`src/rtl/bounce_gen.sv`:
```
// Bouncy-switch source: turns a clean level-change request into an LFSR-driven contact-bounce
// burst on b, then holds b at the target. Define BOUNCE_GEN_FIXED_GAP_EN for a fixed gap of 2^GAP_W.
module bounce_gen #(
  parameter int         BOUNCE_EDGES  = 4,
  parameter int         GAP_W         = 2,
  parameter int         SETTLE_CYCLES = 8,
  parameter logic [7:0] LFSR_SEED     = 8'hA5
) (
  input  logic clk,
  input  logic rst,
  input  logic start,
  input  logic level_req,
  output logic b,
  output logic busy,
  output logic done
);

  localparam int N_TOG = 2*BOUNCE_EDGES + 1;
  localparam int TW    = $clog2(2*BOUNCE_EDGES + 2);
  localparam int GW    = GAP_W + 1;
  localparam int SW    = $clog2(SETTLE_CYCLES + 1);

  typedef enum logic [1:0] {S_IDLE, S_BOUNCE, S_SETTLE} state_t;

  state_t          r_state, w_state_nxt;
  logic            r_b, w_b_nxt;
  logic            r_busy, w_busy_nxt;
  logic            r_done, w_done_nxt;
  logic [7:0]      r_lfsr, w_lfsr_nxt;
  logic [TW-1:0]   r_toggle_cnt, w_toggle_cnt_nxt;
  logic [GW-1:0]   r_gap_cnt, w_gap_cnt_nxt;
  logic [SW-1:0]   r_settle_cnt, w_settle_cnt_nxt;
  logic [GW-1:0]   w_gap;

  // x^8+x^6+x^5+x^4+1, Fibonacci form
  assign w_lfsr_nxt = {r_lfsr[6:0], r_lfsr[7] ^ r_lfsr[5] ^ r_lfsr[4] ^ r_lfsr[3]};

`ifdef BOUNCE_GEN_FIXED_GAP_EN
  assign w_gap = GW'(1) << GAP_W;
`else
  assign w_gap = {1'b0, r_lfsr[GAP_W-1:0]} + GW'(1);
`endif

  always_comb begin
    w_state_nxt      = r_state;
    w_b_nxt          = r_b;
    w_busy_nxt       = r_busy;
    w_done_nxt       = 1'b0;
    w_toggle_cnt_nxt = r_toggle_cnt;
    w_gap_cnt_nxt    = r_gap_cnt;
    w_settle_cnt_nxt = r_settle_cnt;
    case (r_state)
      S_IDLE: begin
        if (start) begin
          if (level_req == r_b) begin
            w_done_nxt = 1'b1;
          end else begin
            w_b_nxt          = ~r_b;
            w_busy_nxt       = 1'b1;
            w_toggle_cnt_nxt = TW'(1);
            w_gap_cnt_nxt    = w_gap;
            if (N_TOG == 1) begin
              w_state_nxt      = S_SETTLE;
              w_settle_cnt_nxt = SW'(SETTLE_CYCLES);
            end else begin
              w_state_nxt = S_BOUNCE;
            end
          end
        end
      end
      S_BOUNCE: begin
        if (r_gap_cnt == GW'(1)) begin
          w_b_nxt          = ~r_b;
          w_toggle_cnt_nxt = r_toggle_cnt + TW'(1);
          w_gap_cnt_nxt    = w_gap;
          // odd toggle count means b now equals the captured target
          if (r_toggle_cnt + TW'(1) == TW'(N_TOG)) begin
            w_state_nxt      = S_SETTLE;
            w_settle_cnt_nxt = SW'(SETTLE_CYCLES);
          end
        end else begin
          w_gap_cnt_nxt = r_gap_cnt - GW'(1);
        end
      end
      S_SETTLE: begin
        w_settle_cnt_nxt = r_settle_cnt - SW'(1);
        if (r_settle_cnt == SW'(1)) begin
          w_done_nxt  = 1'b1;
          w_busy_nxt  = 1'b0;
          w_state_nxt = S_IDLE;
        end
      end
      default: w_state_nxt = S_IDLE;
    endcase
  end

  always_ff @(posedge clk) begin
    if (rst) begin
      r_state      <= S_IDLE;
      r_b          <= 1'b0;
      r_busy       <= 1'b0;
      r_done       <= 1'b0;
      r_lfsr       <= LFSR_SEED;
      r_toggle_cnt <= '0;
      r_gap_cnt    <= '0;
      r_settle_cnt <= '0;
    end else begin
      r_state      <= w_state_nxt;
      r_b          <= w_b_nxt;
      r_busy       <= w_busy_nxt;
      r_done       <= w_done_nxt;
      r_lfsr       <= w_lfsr_nxt;
      r_toggle_cnt <= w_toggle_cnt_nxt;
      r_gap_cnt    <= w_gap_cnt_nxt;
      r_settle_cnt <= w_settle_cnt_nxt;
    end
  end

  assign b    = r_b;
  assign busy = r_busy;
  assign done = r_done;

endmodule

```
`config.mk`:
```
export PLATFORM = sky130hd
export DESIGN_NAME = bounce_gen
export DESIGN_NICKNAME = d
export VERILOG_FILES = /design/src/rtl/bounce_gen.sv
export SDC_FILE = /design/constraint.sdc
export NUM_CORES = 1
export LEC_CHECK = 0
export ABC_AREA = 1
export CORE_MARGIN = 10
export CORE_UTILIZATION = 30
export CTS_BUF_LIST = sky130_fd_sc_hd__clkbuf_2 sky130_fd_sc_hd__clkbuf_4 sky130_fd_sc_hd__clkbuf_8
export DETAILED_ROUTE_END_ITERATION = 12
export PLACE_DENSITY = 0.45
export SYNTH_ARGS = -nofsm -noshare
export SYNTH_HDL_FRONTEND = slang
export SYNTH_SLANG_ARGS = --single-unit
```
`constraint.sdc`:
```
create_clock -name clk -period 2.4 [get_ports clk]
set_input_delay 0.48 -clock clk [delete_from_list [all_inputs] [get_ports clk]]
set_output_delay 0.48 -clock clk [all_outputs]
set_load 0.01 [all_outputs]
```
# After elaboration in Yosys (flattened, before gate mapping)
# Cells that the tools add are included.
[word_totals]
word_cells = 65
register_bits = 24
output_inout_bits = 3
inputBits = 4
[op_classes]
bitwise = 4
addsub = 4
reduce_logical = 9
n_eq_ne = 11
mux = 29
[ops]
columns = ["op", "n"]
rows = [
  ["two-way mux 4 bit", 5],
  ["one-hot mux 4 bit (2 select lines)", 2],
  ["two-way mux 2 bit", 5],
  ["!= test 2 bit (second input constant)", 5],
  ["two-way mux 1 bit", 9],
  ["two-way mux 3 bit", 3],
  ["AND reduction 4 bit", 2],
  ["one-hot mux 1 bit (2 select lines)", 3],
  ["one-hot mux 2 bit (3 select lines)", 1],
  ["one-hot mux 3 bit (2 select lines)", 1],
  ["AND reduction 3 bit", 2],
  ["nonzero test 2 bit", 3],
  ["AND reduction 5 bit", 1],
  ["adder 4 x 1 -> 4 bit (second input constant)", 1],
  ["== test 4 x 1 -> 1 bit (second input constant)", 1],
  ["== test 4 bit (second input constant)", 1],
  ["subtractor 4 x 1 -> 4 bit (second input constant)", 1],
  ["adder 2 x 1 -> 3 bit (second input constant)", 1],
  ["== test 3 x 1 -> 1 bit (second input constant)", 1],
  ["subtractor 3 x 1 -> 3 bit (second input constant)", 1],
  ["XOR 1 bit", 3],
  ["== test 2 x 1 -> 1 bit (second input constant)", 1],
  ["== test 2 bit (second input constant)", 1],
  ["logical NOT 2 bit", 1],
  ["other kinds (2)", 2],
]

# Logic depth before layout (Yosys ltp)
[depth]
depth_word = 5
ltp_mapped = 10
depth_no_buf = 10

# Worst setup path after synthesis
# OpenSTA, ideal clock, no wires.
[synth_path]
path_kind = "reg-to-reg"
startpoint = "register r_gap_cnt[1]"
endpoint = "register r_settle_cnt[1]"
t_required_ps = 2272
arrival_time_ps = 1074
path_slack_ps = 1198
path_stages_with_launch = 8
setup_time_ps = 128
path_cell_list = "dfxtp_1 -> inv_1 -> ha_1 -> nand2_1 -> nor3_2 -> nand3_1 -> nand3_1 -> a21oi_1"
[synth_via]
elab_chain_cells = 3
[synth_rtl]
columns = ["element", "line_no", "source"]
rows = [
  ["from (decl)", "31", "logic [GW-1:0] r_gap_cnt, w_gap_cnt_nxt;"],
  ["from (signal assigned)", "114", "r_gap_cnt <= w_gap_cnt_nxt;"],
  ["== test 3 x 1 -> 1 bit", "72", "if (r_gap_cnt == GW'(1)) begin"],
  ["!= test 2 bit (no line)", "-", ""],
  ["AND reduction 3 bit (no line)", "-", ""],
  ["to (signal assigned)", "115", "r_settle_cnt <= w_settle_cnt_nxt;"],
  ["to (decl)", "32", "logic [SW-1:0] r_settle_cnt, w_settle_cnt_nxt;"],
]
# Every way passes these cells.
# A chain may end at the register's enable or synchronous reset.

# Worst setup path after layout
[layout_path]
startpoint = "register r_b, in the netlist b"
endpoint = "output port b"
[layout_rtl]
columns = ["element", "line_no", "source"]
rows = [
  ["from (decl)", "26", "logic r_b, w_b_nxt;"],
  ["from (signal assigned)", "109", "r_b <= w_b_nxt;"],
  ["to (decl)", "13", "output logic b,"],
]
# No word-level cell between the ends.

==> results.yml <==
outcome:
  status: "completed"
routing:
  dr.pass1.iters: 4
  routed_wl_mm: 2.03
  via_count: 916
  vias_per_cell: 4.32
  drtAntennaViolNets: 0
  drt-initial-drc-count: 57
  wire_per_inst_um: 9.56
  route.detailed.drc: 0
clocking:
  cts_buffer_depth: 2
  post_cts_buffers: 0
  htreeDepth: 1
  ctsResizeCount: 0
  root_buffer: "clkbuf_8"
  clk_pin_slew_worst_paths_ns: 0.09
  clock-sinks: 24
  cts_buffers: 3
  cts_hold_buf: 0
  clock_latency_ns: 0.27
  cts_tree: "built"
critical_path:
  critPathMaxStageDelay_ns: 0.56
  worst_setup_path_start_kind: "flip-flop"
  crit_type: "reg -> out"
  path_depth: 1
  slowest_stage: "clkdlybuf4s50_1"
  cp_top_family: "buffers and inverters"
  reg2reg_depth: 8
  path_cells: "clkdlybuf4s50_1"
  path_max_fanout: 4
  required_ns: 1.92
  crit_buf_inv: 1
  end_kind: "output pin"
  arrival_ns: 1.20
power:
  vdd_ir_drop_max_v: 0.000395
  power.density_mw_per_mm2: 853
  total_power_uw: 1120
  switching_share_pct: 29.6
  seq_power_share_pct: 43.4
  power_frac_clock_pct: 31.2
  p_leak_uw: 0.000620
  p_int_uw: 790
  p_comb_share_pct: 25.5
  p_sw_uw: 332
sta:
  setup_tns_ns: 0
  timing.fmax_ghz: 0.595
  slew_viol_final: 0
  setup_viol: 0
  whs_ns: 0.409
  min_period_over_period_pct: 70.0
  tightestPinTransition_ns: 0.322
  period_minus_slack_ns: 1.68
  fin_skew_ns: 0.00926
  rsz0062_at_grt: "false"
  hold_viol: 0
  relSlewSlack_pct: 78.4
cells_and_area:
  final_cell_mix: "nand2_1 (37), inv_1 (25), dfxtp_1 (24)"
  n_fill_cell: 405
  diodes: 0
  final_area_mm2: 0.00132
  final_common_cell: "nand2_1"
  finish.utilization_pct: 36.2
  layout-drive-gt1-share_pct: 7.93
  multi_input_area_um2: 536
  regArea_um2: 480
  area_growth_pct: 17.0
  nNetsFinal: 176
floorplan:
  start_util_pct: 31.0
  core_area_mm2: 0.00363
  io_pins: 7
  rows: 22
  die_h_um: 81.2
  die_w_um: 81.2
  die_area_mm2: 0.00660
placement:
  dpl_cell_area_mm2: 0.00124
  port_buffers: 6
  dpl.hpwl_mm: 1.57
  gp_congestion: 0.743
flow_run:
  cap_violations: 0
global_routing:
  grtUsageTotal_pct: 6.80
  grt_pass1_vias: 855
  grt-ovfl-total: 0
  grt_pass1_wl_mm: 3.64
  antenna_found_initial: 0
  grt_max_degree: 15
yosys:
  seq_area_frac_synth_pct: 42.7
  ys_types: 20
  synth_fp_nets: 166
  yosys_register_bits: 24
  synthesis.instances: 155
  synth.avg_cell_area_um2: 7.26
  syn-cell-area_mm2: 0.00112
  ys_warn_count: 0
min_path:
  min_delay_path_depth: 2
  hold_path_class: "reg -> reg"
-- power groups by stage --
stage                     Sequential (uW)  Clock, uW  Combinational (uW)
final                                 487        350                 286
after global routing                  495        379                 335
after CTS                             488        364                 292
after detailed placement              498          0                 290
after global placement                498          0                 291
after floorplan                       495          0                 209
-- metal layers --
layer  global-route usage (%)  routed length (um)  vias to the layer above
met5                        0                   0                        -
met4                     2.60                  27                        0
met3                     2.10                  58                        4
met2                     11.4                 938                        6
met1                     7.94                1000                      406
li1                         -                   -                      500
-- state kept, by name, summed over array words and instances, names as in the netlist --
signal        flops
r_lfsr            8
r_settle_cnt      4
r_toggle_cnt      4
r_gap_cnt         3
r_state           2
b                 1
busy              1
done              1
-- final cells by class --
type                    instances  area share (%)
well taps                      48            4.56
clock inverters                 1            2.28
repair buffers                  7            5.13
inverters                      27            7.70
flip-flops and latches         24            36.5
clock buffers                   3            3.14
multi-input cells             102            40.7
-- path summary, 6_finish.rpt --
path	start	to	slack [ns]
worst max register to register	r_gap_cnt[1]	r_settle_cnt[3]	0.99
worst min-delay path	r_lfsr[2]	r_lfsr[3]	0.41
worst min register to register	r_lfsr[2]	r_lfsr[3]	0.41
worst max-delay path	b	b	0.72
-- cells in the mapped netlist --
library cell	count	area (um^2)
or2_0	1	6.26
nand4_1	1	6.26
nor3_2	1	10.0
inv_2	2	7.51
mux2i_1	1	10.0
xnor2_1	1	8.76
clkbuf_1	2	7.51
or2_2	3	18.8
nand2_1	37	139
nand2_2	1	6.26
a21oi_1	16	80.1
nor2_1	14	52.6
nand2_4	1	11.3
o21ai_0	10	50.1
a31oi_1	1	6.26
nand3_1	5	25.0
inv_1	25	93.8
ha_1	7	87.6
xor2_1	2	17.5
dfxtp_1	24	480
-- per-stage QoR --
stage               setup WS (ns)  instances
floorplan                    1.20        155
global placement            0.648        208
detailed placement          0.625        208
CTS                         0.697        212
global route                0.666        212
finish                      0.720        212
-- cell families (layout without fill, tap and decap cells) --
family / after synthesis / in the layout / share of synthesized area, %
AOI/OAI and AO/OA: 27 / 27 / 12.1
muxes: 1 / 1 / 0.890
DFF: 24 / 24 / 42.7
xor gates and xnor gates: 3 / 3 / 2.34
adders and majority gates: 7 / 7 / 7.79
and+or+nand+nor: 64 / 64 / 24.5
buffers and inverters: 29 / 38 / 9.68
(Power assumes the default switching activity.)
